[src/rtl/rf_wb_initiator.sv]
// ---------------------------------------------------------------------------
// rf_wb_initiator
//   Write-side initiator for the 32x32 register file. Writeback requests from
//   the execute/load sources are queued in a small FIFO and drained onto the
//   register-file write port at one write per cycle, honouring a stall from
//   the port owner. Pending destinations (queued or in flight) are reported
//   to decode so read-after-write hazards on rs1/rs2 can be detected before
//   the register file is updated.
//
//   Optional feature macro: RF_WB_FWD_EN
//     When defined, fwd_data1/fwd_data2 carry the data of the youngest
//     pending write to chk_rs1/chk_rs2 (0 when nothing is pending).
//
// Ports
//   clk, rst        clock; asynchronous active-high reset
//   flush           drop every queued (not in-flight) write
//   req_valid/ready request handshake; req_rd/req_data destination and value
//   rf_stall        write port unavailable this cycle
//   rf_we/waddr/wdata  registered register-file write port
//   chk_rs1/2       decode source registers to check
//   busy_rs1/2      a write to chk_rsX is still pending
//   fwd_data1/2     (RF_WB_FWD_EN) youngest pending value for chk_rsX
// ---------------------------------------------------------------------------
module rf_wb_initiator #(
    parameter int N     = 32,
    parameter int DEPTH = 4,
    parameter int AW    = 5
) (
    input  logic          clk,
    input  logic          rst,
    input  logic          flush,
    input  logic          req_valid,
    output logic          req_ready,
    input  logic [AW-1:0] req_rd,
    input  logic [N-1:0]  req_data,
    input  logic          rf_stall,
    output logic          rf_we,
    output logic [AW-1:0] rf_waddr,
    output logic [N-1:0]  rf_wdata,
    input  logic [AW-1:0] chk_rs1,
    input  logic [AW-1:0] chk_rs2,
    output logic          busy_rs1,
    output logic          busy_rs2
`ifdef RF_WB_FWD_EN
    ,
    output logic [N-1:0]  fwd_data1,
    output logic [N-1:0]  fwd_data2
`endif
);

    localparam int PW = $clog2(DEPTH);
    localparam int CW = PW + 1;
    localparam logic [CW-1:0] FULL = CW'(DEPTH);

    typedef enum logic [1:0] {IDLE, DRAIN, HOLD} state_t;

    typedef struct packed {
        logic [AW-1:0] rd;
        logic [N-1:0]  data;
    } entry_t;

    state_t        state_q, state_d;
    logic [CW-1:0] count_q, count_d;
    logic [PW-1:0] wr_ptr_q, wr_ptr_d;
    logic [PW-1:0] rd_ptr_q, rd_ptr_d;
    entry_t        mem_q [DEPTH];
    entry_t        mem_d [DEPTH];
    logic          rf_we_q, rf_we_d;
    logic [AW-1:0] rf_waddr_q, rf_waddr_d;
    logic [N-1:0]  rf_wdata_q, rf_wdata_d;

    logic push;
    logic pop;

    // -----------------------------------------------------------------------
    // Next-state logic
    // -----------------------------------------------------------------------
    always_comb begin
        // NOTE: every signal gets a default before any branch so no path can
        // leave it unassigned, which would otherwise infer a latch.
        state_d    = state_q;
        count_d    = count_q;
        wr_ptr_d   = wr_ptr_q;
        rd_ptr_d   = rd_ptr_q;
        mem_d      = mem_q;
        rf_we_d    = 1'b0;
        rf_waddr_d = rf_waddr_q;
        rf_wdata_d = rf_wdata_q;

        req_ready = !rst && (count_q != FULL);

        // x0 requests complete the handshake but are never queued; a flush
        // drops a same-cycle request as well.
        push = req_valid && req_ready && (req_rd != '0) && !flush;
        // Only DRAIN pops: leaving HOLD costs one cycle to re-enter DRAIN.
        pop  = (state_q == DRAIN) && !rf_stall && !flush;

        if (push) begin
            mem_d[wr_ptr_q] = '{rd: req_rd, data: req_data};
            wr_ptr_d        = wr_ptr_q + 1'b1;
        end

        if (pop) begin
            rf_we_d    = 1'b1;
            rf_waddr_d = mem_q[rd_ptr_q].rd;
            rf_wdata_d = mem_q[rd_ptr_q].data;
            rd_ptr_d   = rd_ptr_q + 1'b1;
        end

        case ({push, pop})
            2'b10:   count_d = count_q + 1'b1;
            2'b01:   count_d = count_q - 1'b1;
            default: count_d = count_q;
        endcase

        case (state_q)
            IDLE:    if (push) state_d = DRAIN;
            DRAIN: begin
                if (rf_stall)            state_d = HOLD;
                else if (count_d == '0)  state_d = IDLE;
            end
            HOLD:    if (!rf_stall) state_d = DRAIN;
            default: state_d = IDLE;
        endcase

        // Queued writes are discarded; the write already on the port (held
        // in rf_*_q this cycle) still lands at the coming edge.
        if (flush) begin
            state_d  = IDLE;
            count_d  = '0;
            wr_ptr_d = '0;
            rd_ptr_d = '0;
        end
    end

    // -----------------------------------------------------------------------
    // State registers
    // -----------------------------------------------------------------------
    always_ff @(posedge clk or posedge rst) begin
        if (rst) begin
            state_q    <= IDLE;
            count_q    <= '0;
            wr_ptr_q   <= '0;
            rd_ptr_q   <= '0;
            rf_we_q    <= 1'b0;
            rf_waddr_q <= '0;
            rf_wdata_q <= '0;
        end else begin
            state_q    <= state_d;
            count_q    <= count_d;
            wr_ptr_q   <= wr_ptr_d;
            rd_ptr_q   <= rd_ptr_d;
            rf_we_q    <= rf_we_d;
            rf_waddr_q <= rf_waddr_d;
            rf_wdata_q <= rf_wdata_d;
        end
    end

    // NOTE: the entry storage has no reset; count and pointers define which
    // slots are valid, so stale contents are never observed.
    always_ff @(posedge clk) begin
        mem_q <= mem_d;
    end

    assign rf_we    = rf_we_q;
    assign rf_waddr = rf_waddr_q;
    assign rf_wdata = rf_wdata_q;

    // -----------------------------------------------------------------------
    // Hazard lookup: queued entries plus the in-flight write, since the
    // register file only takes the in-flight value at the next edge.
    // -----------------------------------------------------------------------
    function automatic logic pending_hit(input logic [AW-1:0] rs);
        logic hit;
        hit = rf_we_q && (rf_waddr_q == rs);
        for (int i = 0; i < DEPTH; i++) begin
            if ((CW'(i) < count_q) && (mem_q[rd_ptr_q + PW'(i)].rd == rs)) begin
                hit = 1'b1;
            end
        end
        return hit && (rs != '0) && !rst;
    endfunction

    always_comb begin
        busy_rs1 = pending_hit(chk_rs1);
        busy_rs2 = pending_hit(chk_rs2);
    end

`ifdef RF_WB_FWD_EN
    // Walk from oldest (in-flight, then head) to youngest (tail-1); the last
    // match overwrites earlier ones, so the youngest write wins.
    function automatic logic [N-1:0] youngest_data(input logic [AW-1:0] rs);
        logic [N-1:0] data;
        data = (rf_we_q && (rf_waddr_q == rs)) ? rf_wdata_q : '0;
        for (int i = 0; i < DEPTH; i++) begin
            if ((CW'(i) < count_q) && (mem_q[rd_ptr_q + PW'(i)].rd == rs)) begin
                data = mem_q[rd_ptr_q + PW'(i)].data;
            end
        end
        return ((rs != '0) && !rst) ? data : '0;
    endfunction

    always_comb begin
        fwd_data1 = youngest_data(chk_rs1);
        fwd_data2 = youngest_data(chk_rs2);
    end
`endif

endmodule

[config.mk]
export PLATFORM = sky130hd
export DESIGN_NAME = rf_wb_initiator
export DESIGN_NICKNAME = d
export VERILOG_FILES = /design/src/rtl/rf_wb_initiator.sv
export SDC_FILE = /design/constraint.sdc
export NUM_CORES = 1
export LEC_CHECK = 0
export ABC_AREA = 1
export BUFFER_PORTS_ARGS = -buffer_cell sky130_fd_sc_hd__buf_4
export CAP_MARGIN = 25
export CELL_PAD_IN_SITES_DETAIL_PLACEMENT = 1
export CELL_PAD_IN_SITES_GLOBAL_PLACEMENT = 1
export CORE_MARGIN = 2
export CORE_UTILIZATION = 46
export DETAILED_ROUTE_END_ITERATION = 8
export PLACE_DENSITY = 0.84
export SLEW_MARGIN = 40
export SYNTH_ARGS = -nofsm -noshare
export SYNTH_HDL_FRONTEND = slang
export SYNTH_SLANG_ARGS = --single-unit
export TNS_END_PERCENT = 20
[constraint.sdc]
create_clock -name clk -period 3.6 [get_ports clk]
set_input_delay 0.18 -clock clk [delete_from_list [all_inputs] [get_ports clk]]
set_output_delay 0.18 -clock clk [all_outputs]
set_load 0.02 [all_outputs]
==> flow_metrics.env <==
export IMPL_status="finished, violations left"
export IMPL_violations="negative hold slack"
export IMPL_num_nets_final=1105
export IMPL_ys_ff_latch=195
export IMPL_first_global_vias=7518
export IMPL_clk_latency_ns=0.44
export IMPL_regArea_um2=5620
export IMPL_clk_path_buf_depth=2
export IMPL_synth_area_top_cells="edfxtp_1 (50%), nand2_1 (16%), dfrtp_1 (13%), nand3_1 (4.0%), inv_1 (2.4%)"
export IMPL_htreeDepth=4
export IMPL_final_setup_tns_ns=0
export IMPL_cp_max_fo=16
export IMPL_hp_class="primary input to asynchronous set/reset pin"
export IMPL_diodes=0
export IMPL_fillers=2105
export IMPL_routed_wl_um=26500
export IMPL_place_area_um2=9760
export IMPL_cts_tree="done"
export IMPL_synth_compound_gate_area_share_pct=2.69
export IMPL_grt_pass1_wl_um=41100
export IMPL_synth_commonest_cells="nand2_1 (386), edfxtp_1 (148), nand3_1 (71), inv_1 (57), nor2_1 (52)"
export IMPL_clock_root_buffer="clkbuf_16"
export IMPL_max_cap_viol_count=0
export IMPL_synth_fp_nets=975
export IMPL_stdcell_area_um2=10800
export IMPL_synth_seq_area_share_pct=63.6
export IMPL_cts_resized=0
export IMPL_synth_cells=914
export IMPL_intPower_w=0.00417
export IMPL_seq_power_share_pct=46.0
export IMPL_swShare_pct=30.0
export IMPL_post_cts_buffers=0
export IMPL_dr_pass1_iters=7
export IMPL_p_switching_w=0.00179
export IMPL_max_vdd_ir_drop_mv=0.364
export IMPL_crit_required_ns=3.42
export IMPL_cts_sinks=195
export IMPL_drc_errors=0
export IMPL_rsz0062_at_grt="false"
export IMPL_synth_edf_count=148
export IMPL_syn_avg_cell_area_um2=9.67
export IMPL_period_share_pct=78.8
export IMPL_grt_start_max_net_pins=48
export IMPL_slew_headroom_pct=53.3
export IMPL_clock_fmax_ghz=0.353
export IMPL_p_per_area_nw_per_um2=553
export IMPL_antenna_left=0
export IMPL_synth_top_family_by_area="simple AND/OR/NAND/NOR gates"
export IMPL_power_frac_comb_pct=20.0
export IMPL_fp_dieW_um=143
export IMPL_final_layout_size_suffix_gt1_share_pct=15.7
export IMPL_io_buffers=92
export IMPL_path_clk_slew_ns=0.08
export IMPL_cts_inserted_buffers=17
export IMPL_ys_warn_count=0
export IMPL_synth_mux_area_share_pct=0
export IMPL_via_per_inst=5.47
export IMPL_synth_adder_area_share_pct=1.27
export IMPL_yosysTopAreaCell="edfxtp_1"
export IMPL_dominantRegCellSynth="edfxtp_1"
export IMPL_cp_end_kind="primary output"
export IMPL_report_final_slew_viol_count=0
export IMPL_drt_iter0_drc=416
export IMPL_whs_ns=-0.00888
export IMPL_hpwl_um=16800
export IMPL_num_vias=7056
export IMPL_die_h_um=143
export IMPL_grt_overflow_total=0
export IMPL_gp_congestion=0.878
export IMPL_crit_arrival_ns=2.66
export IMPL_synth_top_area_share_pct=50.3
export IMPL_syn_to_final_growth_pct=21.9
export IMPL_p_clk_share_pct=34.1
export IMPL_grt_use_total_pct=27.1
export IMPL_setup_violations=0
export IMPL_dp_cells=1221
export IMPL_crit_type="register to primary output"
export IMPL_synth_simple_area_share_pct=27.2
export IMPL_syn_area_um2=8840
export IMPL_die_area_um2=20300
export IMPL_ios=93
export IMPL_core_rowCount=50
export IMPL_multi_input_area_um2=2840
export IMPL_antenna_found_initial=0
export IMPL_finalClockSkew_ns=0.0128
export IMPL_tightest_slew_ns=0.701
export IMPL_hold_violations=9
export IMPL_wl_per_cell_um=20.5
export IMPL_start_util_pct=47.1
export IMPL_synth_most_common_cell="nand2_1"
export IMPL_leakage_nw=4.63
export IMPL_synthArstFlopShare_pct=24.1
export IMPL_period_minus_slack_ns=2.84
export IMPL_design_core_area_um2=18800
export IMPL_synth_xor_area_share_pct=0.595
export IMPL_instances_no_fill=1291
export IMPL_ys_types=32
export IMPL_start_kind="register"
-- worst max-delay path, cell delays in order, from the launching register on --
cell and delay (ns):
dfrtp_1 0.65, inv_2 0.24, nand2_1 0.15, nand2_2 0.22
nand2_1 0.15, nand2_1 0.11, o21ai_0 0.17, nor2_1 0.07
nand3_1 0.08, nand2_1 0.06, nor2_1 0.11, nor2_1 0.05
buf_4 0.15
-- flip-flops by register name, indices dropped and copies added (netlist names) --
register  flops
count_q       3
rd_ptr_q      2
state_q       2
mem_q       148
wr_ptr_q      2
rf_wdata     32
rf_we         1
rf_waddr      5
-- power by group through the flow --
| stage | Sequential (W) | Combinational, W | Clock, W |
|---|---|---|---|
| global placement | 0.00276 | 0.00109 | 0 |
| floorplan | 0.00294 | 0.000469 | 0 |
| finish | 0.00274 | 0.00119 | 0.00203 |
| CTS | 0.00273 | 0.00118 | 0.00204 |
| global route | 0.00275 | 0.00130 | 0.00212 |
| detailed placement | 0.00277 | 0.00114 | 0 |
-- path summary, 6_finish.rpt --
| check | from | slack, ns | cells after the start | end |
|---|---|---|---|---|
| max in group asynchronous | rst | 3.14 | 3 | rf_wdata[12] |
| setup / recovery | rd_ptr_q[1] | 0.76 | 12 | busy_rs1 |
| hold / removal | rst | -0.009 | 3 | rf_wdata[24] |
| hold reg to reg | rf_wdata[21] | 0.48 | 2 | rf_wdata[21] |
| min in group clk | rf_stall | 0.09 | 4 | state_q[1] |
| setup reg to reg | count_q[0] | 1.01 | 8 | mem_q[72] |
-- stage by stage --
step,util [%],power (W),worst slack (ns)
after floorplan,-,0.00341,0.115
after global placement,52.0,0.00385,1.19
after detailed placement,52.0,0.00391,1.06
after CTS,57.4,0.00596,0.772
after global routing,57.4,0.00617,0.525
final,57.4,0.00596,0.765
-- cells in the final DEF (no fill, tap or decap), drive strengths merged, types with 2 or more instances in the layout --
cell type	count
a21oi	9
a221oi	2
and2	2
buf	104
bufinv	3
clkbuf	18
clkinv	7
dfrtp	47
dlygate4sd3	38
edfxtp	148
ha	9
inv	64
nand2	406
nand3	74
nand4	34
nor2	52
nor3	2
o21ai	21
o22ai	5
xor2	6
-- logic make-up after synthesis --
family | after synthesis
AO/OA/AOI/OAI | 42
buffers and inverters | 92
XOR/XNOR | 6
AND/OR/NAND/NOR | 570
adder cells (fa/ha/maj) | 9
flip-flops | 195
-- repair_timing --
item,CTS,global route
endpoints found under the setup margin,0,0
hold buffers,38,0
endpoints found under the hold margin,151,0
-- routing by layer --
layer / global-route usage (%) / share of wire, %
met1: 33.8 / 42
met2: 47.2 / 51
met3: 4.12 / 4.1
met4: 11.3 / 2.5
met5: 0 / 0
-- final cells by class --
class | instances | share of cell area [%]
Clock buffer | 18 | 3.98
Clock inverter | 14 | 1.84
Inverter | 61 | 2.13
Multi-Input combinational cell | 627 | 26.4
Sequential cell | 195 | 52.2
Tap cell | 234 | 2.72
Timing Repair Buffer | 142 | 10.8
No activity file was read; power rests on OpenSTA's default activity.
